$ cat config.mk
export PLATFORM = sky130hd
export DESIGN_NAME = cmd_issuer
export DESIGN_NICKNAME = d
export VERILOG_FILES = /design/src/rtl/cmd_issuer.sv
export SDC_FILE = /design/constraint.sdc
export NUM_CORES = 1
export LEC_CHECK = 0
export CORE_MARGIN = 2
export CORE_UTILIZATION = 45
export DETAILED_ROUTE_END_ITERATION = 10
export HOLD_SLACK_MARGIN = 0.1
export PLACE_DENSITY = 0.79
export SKIP_CTS_REPAIR_TIMING = 1
export SYNTH_ARGS = -nofsm -noshare
export SYNTH_HDL_FRONTEND = slang
export SYNTH_SLANG_ARGS = --single-unit
export TNS_END_PERCENT = 10
$ cat constraint.sdc
create_clock -name clk -period 2.22 [get_ports clk]
set_input_delay 0.444 -clock clk [delete_from_list [all_inputs] [get_ports clk]]
set_output_delay 0.444 -clock clk [all_outputs]
set_load 0.01 [all_outputs]
$ cat src/rtl/cmd_issuer.sv
// Closed-page DRAM command issuer: ACT -> RD/WR -> PR per request, with periodic refresh.
// All outputs are registered; next-cycle outputs are decoded from the next state.
module cmd_issuer #(
  parameter int unsigned BL       = 8,
  parameter int unsigned BGWIDTH  = 2,
  parameter int unsigned BAWIDTH  = 2,
  parameter int unsigned ROWWIDTH = 17,
  parameter int unsigned COLWIDTH = 10,
  parameter int unsigned T_RCD    = 17,
  parameter int unsigned T_RP     = 17,
  parameter int unsigned T_RFC    = 34,
  parameter int unsigned T_WR     = 14,
  parameter int unsigned T_RTP    = 7,
  parameter int unsigned T_CWL    = 10,
  parameter int unsigned T_RAS    = 32,
  parameter int unsigned T_REFI   = 9360
) (
  input  logic                clk,
  input  logic                reset_n,
  input  logic                req_valid,
  output logic                req_ready,
  input  logic                req_write,
  input  logic [BGWIDTH-1:0]  req_bg,
  input  logic [BAWIDTH-1:0]  req_ba,
  input  logic [ROWWIDTH-1:0] req_row,
  input  logic [COLWIDTH-1:0] req_col,
  output logic [18:0]         commands,
  output logic [BGWIDTH-1:0]  bg,
  output logic [BAWIDTH-1:0]  ba,
  output logic [ROWWIDTH-1:0] row,
  output logic [COLWIDTH-1:0] col,
  output logic                busy
);

  localparam int unsigned CmdAct   = 18;
  localparam int unsigned CmdPre   = 7;
  localparam int unsigned CmdRd    = 5;
  localparam int unsigned CmdRef   = 3;
  localparam int unsigned CmdWr    = 1;
  localparam int unsigned WrToPre  = T_CWL + BL / 2 + T_WR;
  localparam int unsigned WaitMax0 = (T_RAS > WrToPre) ? T_RAS : WrToPre;
  localparam int unsigned WaitMax  = ((WaitMax0 > T_RFC) ? WaitMax0 : T_RFC) + 1;
  localparam int unsigned WaitW    = $clog2(WaitMax + 1);
  localparam int unsigned RasW     = $clog2(T_RAS + 1);
  localparam int unsigned RefW     = $clog2(T_REFI);

  typedef enum logic [3:0] {
    StIdle, StAct, StWaitRcd, StCas, StWaitPre, StPre, StWaitRp, StRefr, StWaitRfc
  } state_e;

  state_e              state_q, state_d;
  logic [WaitW-1:0]    wait_q, wait_d;
  logic [RasW-1:0]     ras_q, ras_d;
  logic [RefW-1:0]     ref_cnt_q, ref_cnt_d;
  logic                ref_pend_q, ref_pend_d;
  logic                lat_write_q, lat_write_d;
  logic [BGWIDTH-1:0]  lat_bg_q, lat_bg_d;
  logic [BAWIDTH-1:0]  lat_ba_q, lat_ba_d;
  logic [ROWWIDTH-1:0] lat_row_q, lat_row_d;
  logic [COLWIDTH-1:0] lat_col_q, lat_col_d;
  logic [18:0]         commands_d;
  logic [BGWIDTH-1:0]  bg_d;
  logic [BAWIDTH-1:0]  ba_d;
  logic [ROWWIDTH-1:0] row_d;
  logic [COLWIDTH-1:0] col_d;
  logic                busy_d, ready_d, ref_wrap, go_ref;

  // Free-running refresh interval counter; a wrap always wins over the clear on REF issue.
  always_comb begin
    ref_wrap   = (ref_cnt_q == RefW'(T_REFI - 1));
    ref_cnt_d  = ref_wrap ? '0 : ref_cnt_q + RefW'(1);
    go_ref     = (state_q == StIdle) && ref_pend_q;
    ref_pend_d = ref_wrap | (ref_pend_q & ~go_ref);
  end

  // Each wait state is left when the counter reads 0, so loads are (delay - 2).
  always_comb begin
    state_d     = state_q;
    wait_d      = wait_q;
    ras_d       = (ras_q != '0) ? ras_q - RasW'(1) : ras_q;
    lat_write_d = lat_write_q;
    lat_bg_d    = lat_bg_q;
    lat_ba_d    = lat_ba_q;
    lat_row_d   = lat_row_q;
    lat_col_d   = lat_col_q;
    unique case (state_q)
      StIdle: begin
        if (ref_pend_q) begin
          state_d = StRefr;
        end else if (req_valid && req_ready) begin
          state_d     = StAct;
          ras_d       = RasW'(T_RAS);
          lat_write_d = req_write;
          lat_bg_d    = req_bg;
          lat_ba_d    = req_ba;
          lat_row_d   = req_row;
          lat_col_d   = req_col;
        end
      end
      StAct: begin
        state_d = StWaitRcd;
        wait_d  = WaitW'(T_RCD - 2);
      end
      StWaitRcd: begin
        if (wait_q == '0) state_d = StCas;
        else              wait_d  = wait_q - WaitW'(1);
      end
      StCas: begin
        state_d = StWaitPre;
        wait_d  = lat_write_q ? WaitW'(WrToPre - 2) : WaitW'(T_RTP - 2);
      end
      StWaitPre: begin
        // ras_q <= 1 here means tRAS is met in the cycle PR would issue.
        if (wait_q == '0 && ras_q <= RasW'(1)) state_d = StPre;
        else if (wait_q != '0)                 wait_d  = wait_q - WaitW'(1);
      end
      StPre: begin
        state_d = StWaitRp;
        wait_d  = WaitW'(T_RP - 2);
      end
      StWaitRp: begin
        if (wait_q == '0) state_d = StIdle;
        else              wait_d  = wait_q - WaitW'(1);
      end
      StRefr: begin
        state_d = StWaitRfc;
        wait_d  = WaitW'(T_RFC - 2);
      end
      StWaitRfc: begin
        if (wait_q == '0) state_d = StIdle;
        else              wait_d  = wait_q - WaitW'(1);
      end
      default: state_d = StIdle;
    endcase
  end

  always_comb begin
    commands_d = '0;
    bg_d       = bg;
    ba_d       = ba;
    row_d      = row;
    col_d      = col;
    case (state_d)
      StAct: begin
        commands_d[CmdAct] = 1'b1;
        bg_d  = lat_bg_d;
        ba_d  = lat_ba_d;
        row_d = lat_row_d;
      end
      StCas: begin
        if (lat_write_d) commands_d[CmdWr] = 1'b1;
        else             commands_d[CmdRd] = 1'b1;
        bg_d  = lat_bg_d;
        ba_d  = lat_ba_d;
        col_d = lat_col_d;
      end
      StPre: begin
        commands_d[CmdPre] = 1'b1;
        bg_d = lat_bg_d;
        ba_d = lat_ba_d;
      end
      StRefr: begin
        commands_d[CmdRef] = 1'b1;
        bg_d = '0;
        ba_d = '0;
      end
      default: ;
    endcase
    busy_d  = (state_d != StIdle);
    ready_d = (state_d == StIdle) && !ref_pend_d;
  end

  always_ff @(posedge clk) begin
    if (!reset_n) begin
      state_q     <= StIdle;
      wait_q      <= '0;
      ras_q       <= '0;
      ref_cnt_q   <= '0;
      ref_pend_q  <= 1'b0;
      lat_write_q <= 1'b0;
      lat_bg_q    <= '0;
      lat_ba_q    <= '0;
      lat_row_q   <= '0;
      lat_col_q   <= '0;
      commands    <= '0;
      bg          <= '0;
      ba          <= '0;
      row         <= '0;
      col         <= '0;
      busy        <= 1'b0;
      req_ready   <= 1'b0;
    end else begin
      state_q     <= state_d;
      wait_q      <= wait_d;
      ras_q       <= ras_d;
      ref_cnt_q   <= ref_cnt_d;
      ref_pend_q  <= ref_pend_d;
      lat_write_q <= lat_write_d;
      lat_bg_q    <= lat_bg_d;
      lat_ba_q    <= lat_ba_d;
      lat_row_q   <= lat_row_d;
      lat_col_q   <= lat_col_d;
      commands    <= commands_d;
      bg          <= bg_d;
      ba          <= ba_d;
      row         <= row_d;
      col         <= col_d;
      busy        <= busy_d;
      req_ready   <= ready_d;
    end
  end

endmodule
Yosys cells after proc, flatten, opt, wreduce, memory -nomap -nowiden
Cells that the tools add are included.

word-level totals
  bits in registers = 115
  output and inout port bits = 52
  word-level logic and storage cells = 100

cells by class
  add/subtract/negate cells = 3
  $lt $le $gt $ge = 1
  equality and inequality tests = 16
  mux-type cells = 37
  bitwise gates (word level) = 4
  reduce and logical (&&, ||, !) cells = 20

operators by type and width
  kind                     number
  $mux W17                 3
  $mux W6                  7
  $pmux W4 S8              1
  $mux W10                 3
  $pmux W6 S5              1
  $eq A4 B3 Y1 const B     6
  $mux W4                  5
  $add A14 B1 Y14 const B  1
  $eq A14 B14 Y1 const B   1
  $eq A4 B2 Y1 const B     3
  $mux W2                  6
  $reduce_bool A6 Y1       2
  $sub A6 B1 Y6 const B    2
  $eq A4 B1 Y1 const B     2
  $logic_not A4 Y1         2
  $mux W1                  8
  $pmux W2 S2              2
  $le A6 B1 Y1 const B     1
  $logic_not A6 Y1         1
  $ne A2 B2 Y1 const B     3
  $reduce_or A2 Y1         3
  $reduce_or A3 Y1         2
  $mux W5                  1
  $reduce_bool A5 Y1       1
  10 further kinds         14

Depth between registers and ports, before layout
Gate-level depths: netlist (run 1).

  depth in word-level cells = 7
  depth in mapped cells = 9
  gate-level depth less buffers = 7

Least setup slack after synthesis (run 1)
OpenSTA, ideal clock, no wires.

  path type = register to register
  from = register wait_q[0]
  to = register req_ready
  setup time = 0.116 ns
  data arrival time = 1.833 ns
  data required time = 2.104 ns
  setup slack = 0.271 ns
  cell stages (with the launch flop) = 10
  buffers on the path = 2
  path through = dfxtp_1 inv_1 ha_1 or4b_1 buf_6 nor3b_4 a22oi_2 buf_6 a21boi_1 and4_1

between the ends
  longest elaborated chain between the ends = 6
  elaborated cells on any way between the ends = 8
  classes of those cells = 4 x mux; 4 x reduce/logical

RTL lines
  item                    RTL line  text
  start, declared         52        logic [WaitW-1:0] wait_q, wait_d;
  start signal, assigned  194       wait_q <= wait_d;
  $logic_not A6 Y1 *      -
  $logic_and A1 B1 Y1     114       if (wait_q == '0 && ras_q <= RasW'(1)) state_d = StPre;
  $mux W4                 114
  $pmux W4 S8 *           86        unique case (state_q)
  $logic_not A4 Y1 *      170       ready_d = (state_d == StIdle) && !ref_pend_d;
  $logic_and A1 B1 Y1 *   170
  end signal, assigned    209       req_ready <= ready_d;
  end, declared           21        output logic req_ready,

Mark *: on every way between the ends. The rest lies on a longest branch, timed or not.
A chain may end at the register's enable or synchronous reset.

Worst setup path in the final report (run 1)
  from = register wait_q[0]
  to = register col[1]

between the ends
  longest elaborated chain between the ends = 5
  elaborated cells on any way between the ends = 7
  classes of those cells = 1 x eq/ne; 4 x mux; 2 x reduce/logical

RTL lines
  item                  RTL line  text
  $logic_not A6 Y1 *    -
  $logic_and A1 B1 Y1   114
  $mux W4               114
  $pmux W4 S8 *         86
  $eq A4 B2 Y1 *        143       case (state_d)
  end signal, assigned  207       col <= col_d;
  end, declared         31        output logic [COLWIDTH-1:0] col,

Marked as above.

==> results of run 1 <==
## power by group
part           leakage [µW]  total, µW  internal, µW  switching (µW)
logic               0.00113       1520           713             811
registers          0.000683       1850          1710             144
clock network      0.000127       1410           863             544
total               0.00194       4780          3290            1500
## cell type report
class / count / area, µm²
fill: 721 / 3380
multi-input combinational: 314 / 1880
sequential: 84 / 1680
timing repair buffer: 85 / 838
clock inverter: 6 / 136
tap: 105 / 131
clock buffer: 10 / 128
inverter: 11 / 41.3
## kinds of logic (layout without fill, tap and decap cells)
family | after synthesis | in the layout | synth area share [%]
buffers and inverters | 52 | 112 | 8.28
AND/OR/NAND/NOR | 182 | 182 | 23.0
AO/OA/AOI/OAI | 83 | 83 | 15.8
XOR/XNOR | 18 | 18 | 4.12
adder cells (fa/ha/maj) | 5 | 5 | 1.64
other | 1 | 14 | 0.0981
multiplexers | 12 | 12 | 3.14
flip-flops | 84 | 84 | 44.0
## registers in the layout, indices dropped and copies added, names as in the netlist, 2 cells and up
register / cells
bg: 2
commands: 5
ras_q: 6
ref_cnt_q: 14
lat_col_q: 10
state_q: 4
ba: 2
lat_bg_q: 2
wait_q: 6
col: 10
row: 17
lat_ba_q: 2
## stage by stage
step	utilization (%)	hold slack, ps	setup slack [ps]	area [µm²]
2_1_floorplan	-	430	271	3870
3_3_place_gp	55.7	440	129	4570
3_5_place_dp	55.7	448	73.0	4570
4_1_cts	58.9	461	84.1	4840
5_1_grt	58.9	475	46.0	4840
6_report	58.9	458	181	4840
## worst max path at each step
stage	startpoint	to	slack [ps]	depth (start not counted)
6_report	wait_q[0]$_SDFFE_PN0P_	col[1]$_SDFFE_PN0N_	180	8
3_3_place_gp	req_valid	commands[1]$_SDFF_PN0_	130	7
5_1_grt	wait_q[0]$_SDFFE_PN0P_	wait_q[4]$_SDFFE_PN0P_	50	7
2_1_floorplan	wait_q[0]$_SDFFE_PN0P_	req_ready$_SDFF_PN0_	270	9
3_5_place_dp	req_valid	commands[1]$_SDFF_PN0_	70	7
4_1_cts	wait_q[0]$_SDFFE_PN0P_	col[1]$_SDFFE_PN0N_	80	8
## Yosys cell counts (2+ instances only)
cell	count	area [µm²]
nand3_1	13	65.1
or2_2	2	12.5
xnor2_1	10	87.6
and2_1	2	12.5
o21ai_0	13	65.1
buf_6	6	67.6
buf_2	4	20.0
ha_1	5	62.6
buf_4	19	143
a221o_1	4	40.0
inv_1	11	41.3
and3_1	10	62.6
mux2i_1	12	120
nor2_1	35	131
nand4_1	2	12.5
o311ai_0	2	17.5
nor2b_1	14	87.6
or4_1	3	22.5
a21oi_1	12	60.1
o21ai_1	4	20.0
dfxtp_1	84	1680
nor3_1	7	35.0
nand2_1	76	285
or4b_1	2	20.0
nand2b_1	2	12.5
or3_1	4	25.0
xor2_1	8	70.1
a21boi_0	2	15.0
a21boi_1	22	165
o211a_1	10	100
clkbuf_1	12	45.0
## routing by layer
layer / share of wire, % / routed length, µm / vias up / track usage (%)
met4: 0.73 / 61 / 0 / 5.95
met1: 43 / 3580 / 1476 / 21.4
li1: - / - / 1594 / -
met2: 51 / 4240 / 85 / 31.7
met3: 5.1 / 426 / 5 / 5.48
met5: 0 / 0 / - / 0
## worst reg2reg max path, stage by stage (launching register included)
cell and delay [ps]:
dfxtp_1 330, inv_1 80, ha_1 170, or4b_4 550, o21ai_1 220, and3_1 240
buf_12 160, nand2_1 70, o211a_1 120
==> flow_summary.ini, run 1 <==
[power_and_ir_drop]
power.density_nw_per_um2 = 988
design_power_total_uw = 4780
vdd_drop_max_mv = 0.546
leakagePower_uw = 0.00194

[timing]
grt_setup_unrepaired = no
setup_viol = 0
finalHoldViolCount = 0
slew_headroom_pct = 61.9
fin_skew_ps = 11.7
tightest_slew_ps = 568
fin_crit_sh_pct = 91.8
period_minus_slack_ps = 2040
fmax_ghz = 0.490
setup_tns_ps = 0
drv_slew = 0

[clocking]
path_clk_slew_ps = 80
clk_latency_ps = 360
cts.path.max_buffers = 2
cts_sinks = 84
cts-root-buf = clkbuf_8
cts_inserted_buffers = 9
htreeDepth = 3
cts_tree = yes

[finish]
stdcell_count = 615
final_cell_mix = dfxtp_1, nand2_1, clkdlybuf4s50_1, nor2_1, a21boi_1
drive_above_1_share_pct = 7.45
mostFrequentLayoutCell = dfxtp_1
areaGrowthSynthToFinish_pct = 26.6
layout.nets = 545
antennaDiodeCount = 0

[setup_path]
worstRegToRegCells = 8
reg2reg_to = col[1]$_SDFFE_PN0N_
crit_required_ps = 2470
cpPeakStageDelay_ps = 550
worstSetupPathType = reg -> reg
crit_buf_inv = 2
critPathTopFamily = simple AND/OR/NAND/NOR gates
slowest_stage = or4b_4
r2r_start = wait_q[0]$_SDFFE_PN0P_
cp-start-kind = flop
r2r_slack_ps = 180
end_kind = flop
cp_cell_sequence = inv_1, ha_1, or4b_4, o21ai_1, and3_1, buf_12, nand2_1, o211a_1
cp_data_arrival_time_ps = 2290
cp_max_fo = 20

[yosys]
ys_types = 56
synth_cells = 437
syn_area_um2 = 3820
syn_area_per_cell_um2 = 8.75
async_flop_share_pct = 0
ys_seq_elements = 84
seq_area_frac_synth_pct = 44.0
synth_warnings = 0
synth_flop_cell = dfxtp_1
synth_edf_count = 0

[die]
die_w_um = 96.2
pin_count = 87
dieArea_um2 = 9250
start_util_pct = 46.5
core_um2 = 8220
die_h_um = 96.2
num_rows = 33

[global_routing]
grt_util_all_layers_pct = 18.2
grt_pass1_wl_um = 13200
antenna_found_initial = 0
grt-ovfl-total = 0
grt_pass1_vias = 2970
grt_max_degree = 30

[run]
drv_cap = 0

[hold_path]
hold_end = row[5]$_SDFFE_PN0P_
hold_depth = 2
hp-start = row[5]$_SDFFE_PN0P_
hold_path_class = reg -> reg

[drt]
via_per_inst = 5.14
routed_wl_um = 8310
via_count = 3160
drt_iter0_markers = 98
firstDrtPassIters = 4
wl_per_cell_um = 13.5
drtAntennaViolNets = 0
drc = 0

[placed_design]
place_hpwl_um = 5930
dp.cells = 599
gp_congestion = 0.907
portBuffers = 72

[outcome]
status = complete, no violations
No activity file was read; power rests on OpenSTA's default activity.
==> inputs of run 2 (changes only) <==
--- a/config.mk
+++ b/config.mk
@@ -5,8 +5,9 @@
 export SDC_FILE = /design/constraint.sdc
 export NUM_CORES = 1
 export LEC_CHECK = 0
-export CORE_MARGIN = 2
+export CORE_MARGIN = 3
 export CORE_UTILIZATION = 45
+export CTS_CLUSTER_DIAMETER = 30
 export DETAILED_ROUTE_END_ITERATION = 10
 export HOLD_SLACK_MARGIN = 0.1
 export PLACE_DENSITY = 0.79
==> flow_summary.ini, run 2 (same netlist as run 1, synthesis figures left out) <==
[timing]
setup_tns_ps = 0
slew_headroom_pct = 54.5
fin_crit_sh_pct = 92.3
grt_setup_unrepaired = no
drv_slew = 0
fmax_ghz = 0.488
period_minus_slack_ps = 2050
fin_skew_ps = 6.80
tightest_slew_ps = 677
finalHoldViolCount = 0
setup_viol = 0

[outcome]
status = complete, no violations

[clocking]
cts_inserted_buffers = 9
cts_sinks = 84
path_clk_slew_ps = 90
cts_tree = yes
cts-root-buf = clkbuf_8
clk_latency_ps = 350
cts.path.max_buffers = 2
htreeDepth = 3

[die]
start_util_pct = 48.0
dieArea_um2 = 9640
core_um2 = 7970
die_h_um = 98.2
pin_count = 87
die_w_um = 98.2
num_rows = 32

[global_routing]
grt_pass1_wl_um = 13600
grt_pass1_vias = 2946
antenna_found_initial = 0
grt_util_all_layers_pct = 17.0
grt_max_degree = 30
grt-ovfl-total = 0

[drt]
via_count = 3206
via_per_inst = 5.24
wl_per_cell_um = 13.5
routed_wl_um = 8250
drt_iter0_markers = 168
drtAntennaViolNets = 0
drc = 0
firstDrtPassIters = 5

[finish]
largest_register_ffs = 17
reg_top3 = row: 17 flops, ref_cnt_q: 14 flops
final_cell_mix = dfxtp_1, nand2_1, clkdlybuf4s50_1, nor2_1, a21boi_1
antennaDiodeCount = 0
areaGrowthSynthToFinish_pct = 26.0
top_register = row
filler_cell_count = 677
mostFrequentLayoutCell = dfxtp_1
final_util_pct = 60.5
design_area_um2 = 4820
layout.nets = 545
drive_above_1_share_pct = 7.65

[setup_path]
worstSetupPathType = reg -> reg
crit_required_ps = 2460
cp_data_arrival_time_ps = 2290
cp_max_fo = 20
end_kind = flop
r2r_start = wait_q[0]$_SDFFE_PN0P_
cp-start-kind = flop
crit_path_start = wait_q[0]$_SDFFE_PN0P_

[hold_path]
hp-start = row[1]$_SDFFE_PN0P_
hold_path_class = reg -> reg

[power_and_ir_drop]
leakagePower_uw = 0.00193
power.density_nw_per_um2 = 973
vdd_drop_max_mv = 0.495

[placed_design]
portBuffers = 72
placed_area_um2 = 4570
gp_congestion = 0.864
place_hpwl_um = 5800

[run]
drv_cap = 0
-- run 2: cell types whose count changed in the layout (fill, tap and decap cells not counted) --
cell        previous run  this run
bufinv_16              4         3
clkbuf_1               1         0
clkinvlp_4             1         2
inv_6                  0         1
-- run 2: routing by layer --
layer	GRT usage (%)	wire length (µm)	share of wire, %	up-vias
li1	-	-	-	1595
met1	21.9	3740	45	1477
met2	27.4	3890	47	121
met3	4.50	505	6.1	13
met4	6.41	122	1.5	0
met5	0	0	0	-
-- run 2: through the flow --
stage	hold slack, ps	total power, µW	setup WS (ps)	std cells
global route	473	4980	40.8	612
finish	454	4690	172	612
global placement	440	3320	75.4	596
floorplan	430	2970	271	450
CTS	459	4710	49.2	612
detailed placement	446	3370	66.5	596
-- run 2: critical path, stage by stage (launching register included) --
cell and delay, ps:
dfxtp_1 330, inv_1 70, ha_1 200, or4b_4 540
o21ai_1 200, and3_1 250, buf_12 160, nand2_1 70
o211a_1 130
-- run 2: final timing paths --
check / endpoint / slack (ps) / cells past startpoint
worst max-delay path: col[9]$_SDFFE_PN0N_ / 170 / 8
worst min-delay path: row[1]$_SDFFE_PN0P_ / 450 / 2
worst max register to register: col[9]$_SDFFE_PN0N_ / 170 / 8
worst min register to register: row[1]$_SDFFE_PN0P_ / 450 / 2
-- run 2: area by class of cell --
| cell class | instances | area (µm²) | area share (%) |
|---|---|---|---|
| Clock buffer | 9 | 124 | 2.57 |
| Clock inverter | 7 | 123 | 2.54 |
| Multi-Input combinational cell | 314 | 1880 | 39.1 |
| Inverter | 11 | 41.3 | 0.857 |
| Timing Repair Buffer | 85 | 838 | 17.4 |
| Tap cell | 102 | 128 | 2.65 |
| Sequential cell | 84 | 1680 | 34.9 |
-- run 2: power by group --
| part | total [µW] | leakage (µW) | switching, µW | internal, µW |
|---|---|---|---|---|
| Sequential | 1870 | 0.000683 | 159 | 1710 |
| Clock | 1320 | 0.000116 | 566 | 753 |
| Combinational | 1500 | 0.00113 | 800 | 702 |
| Total | 4690 | 0.00193 | 1530 | 3160 |
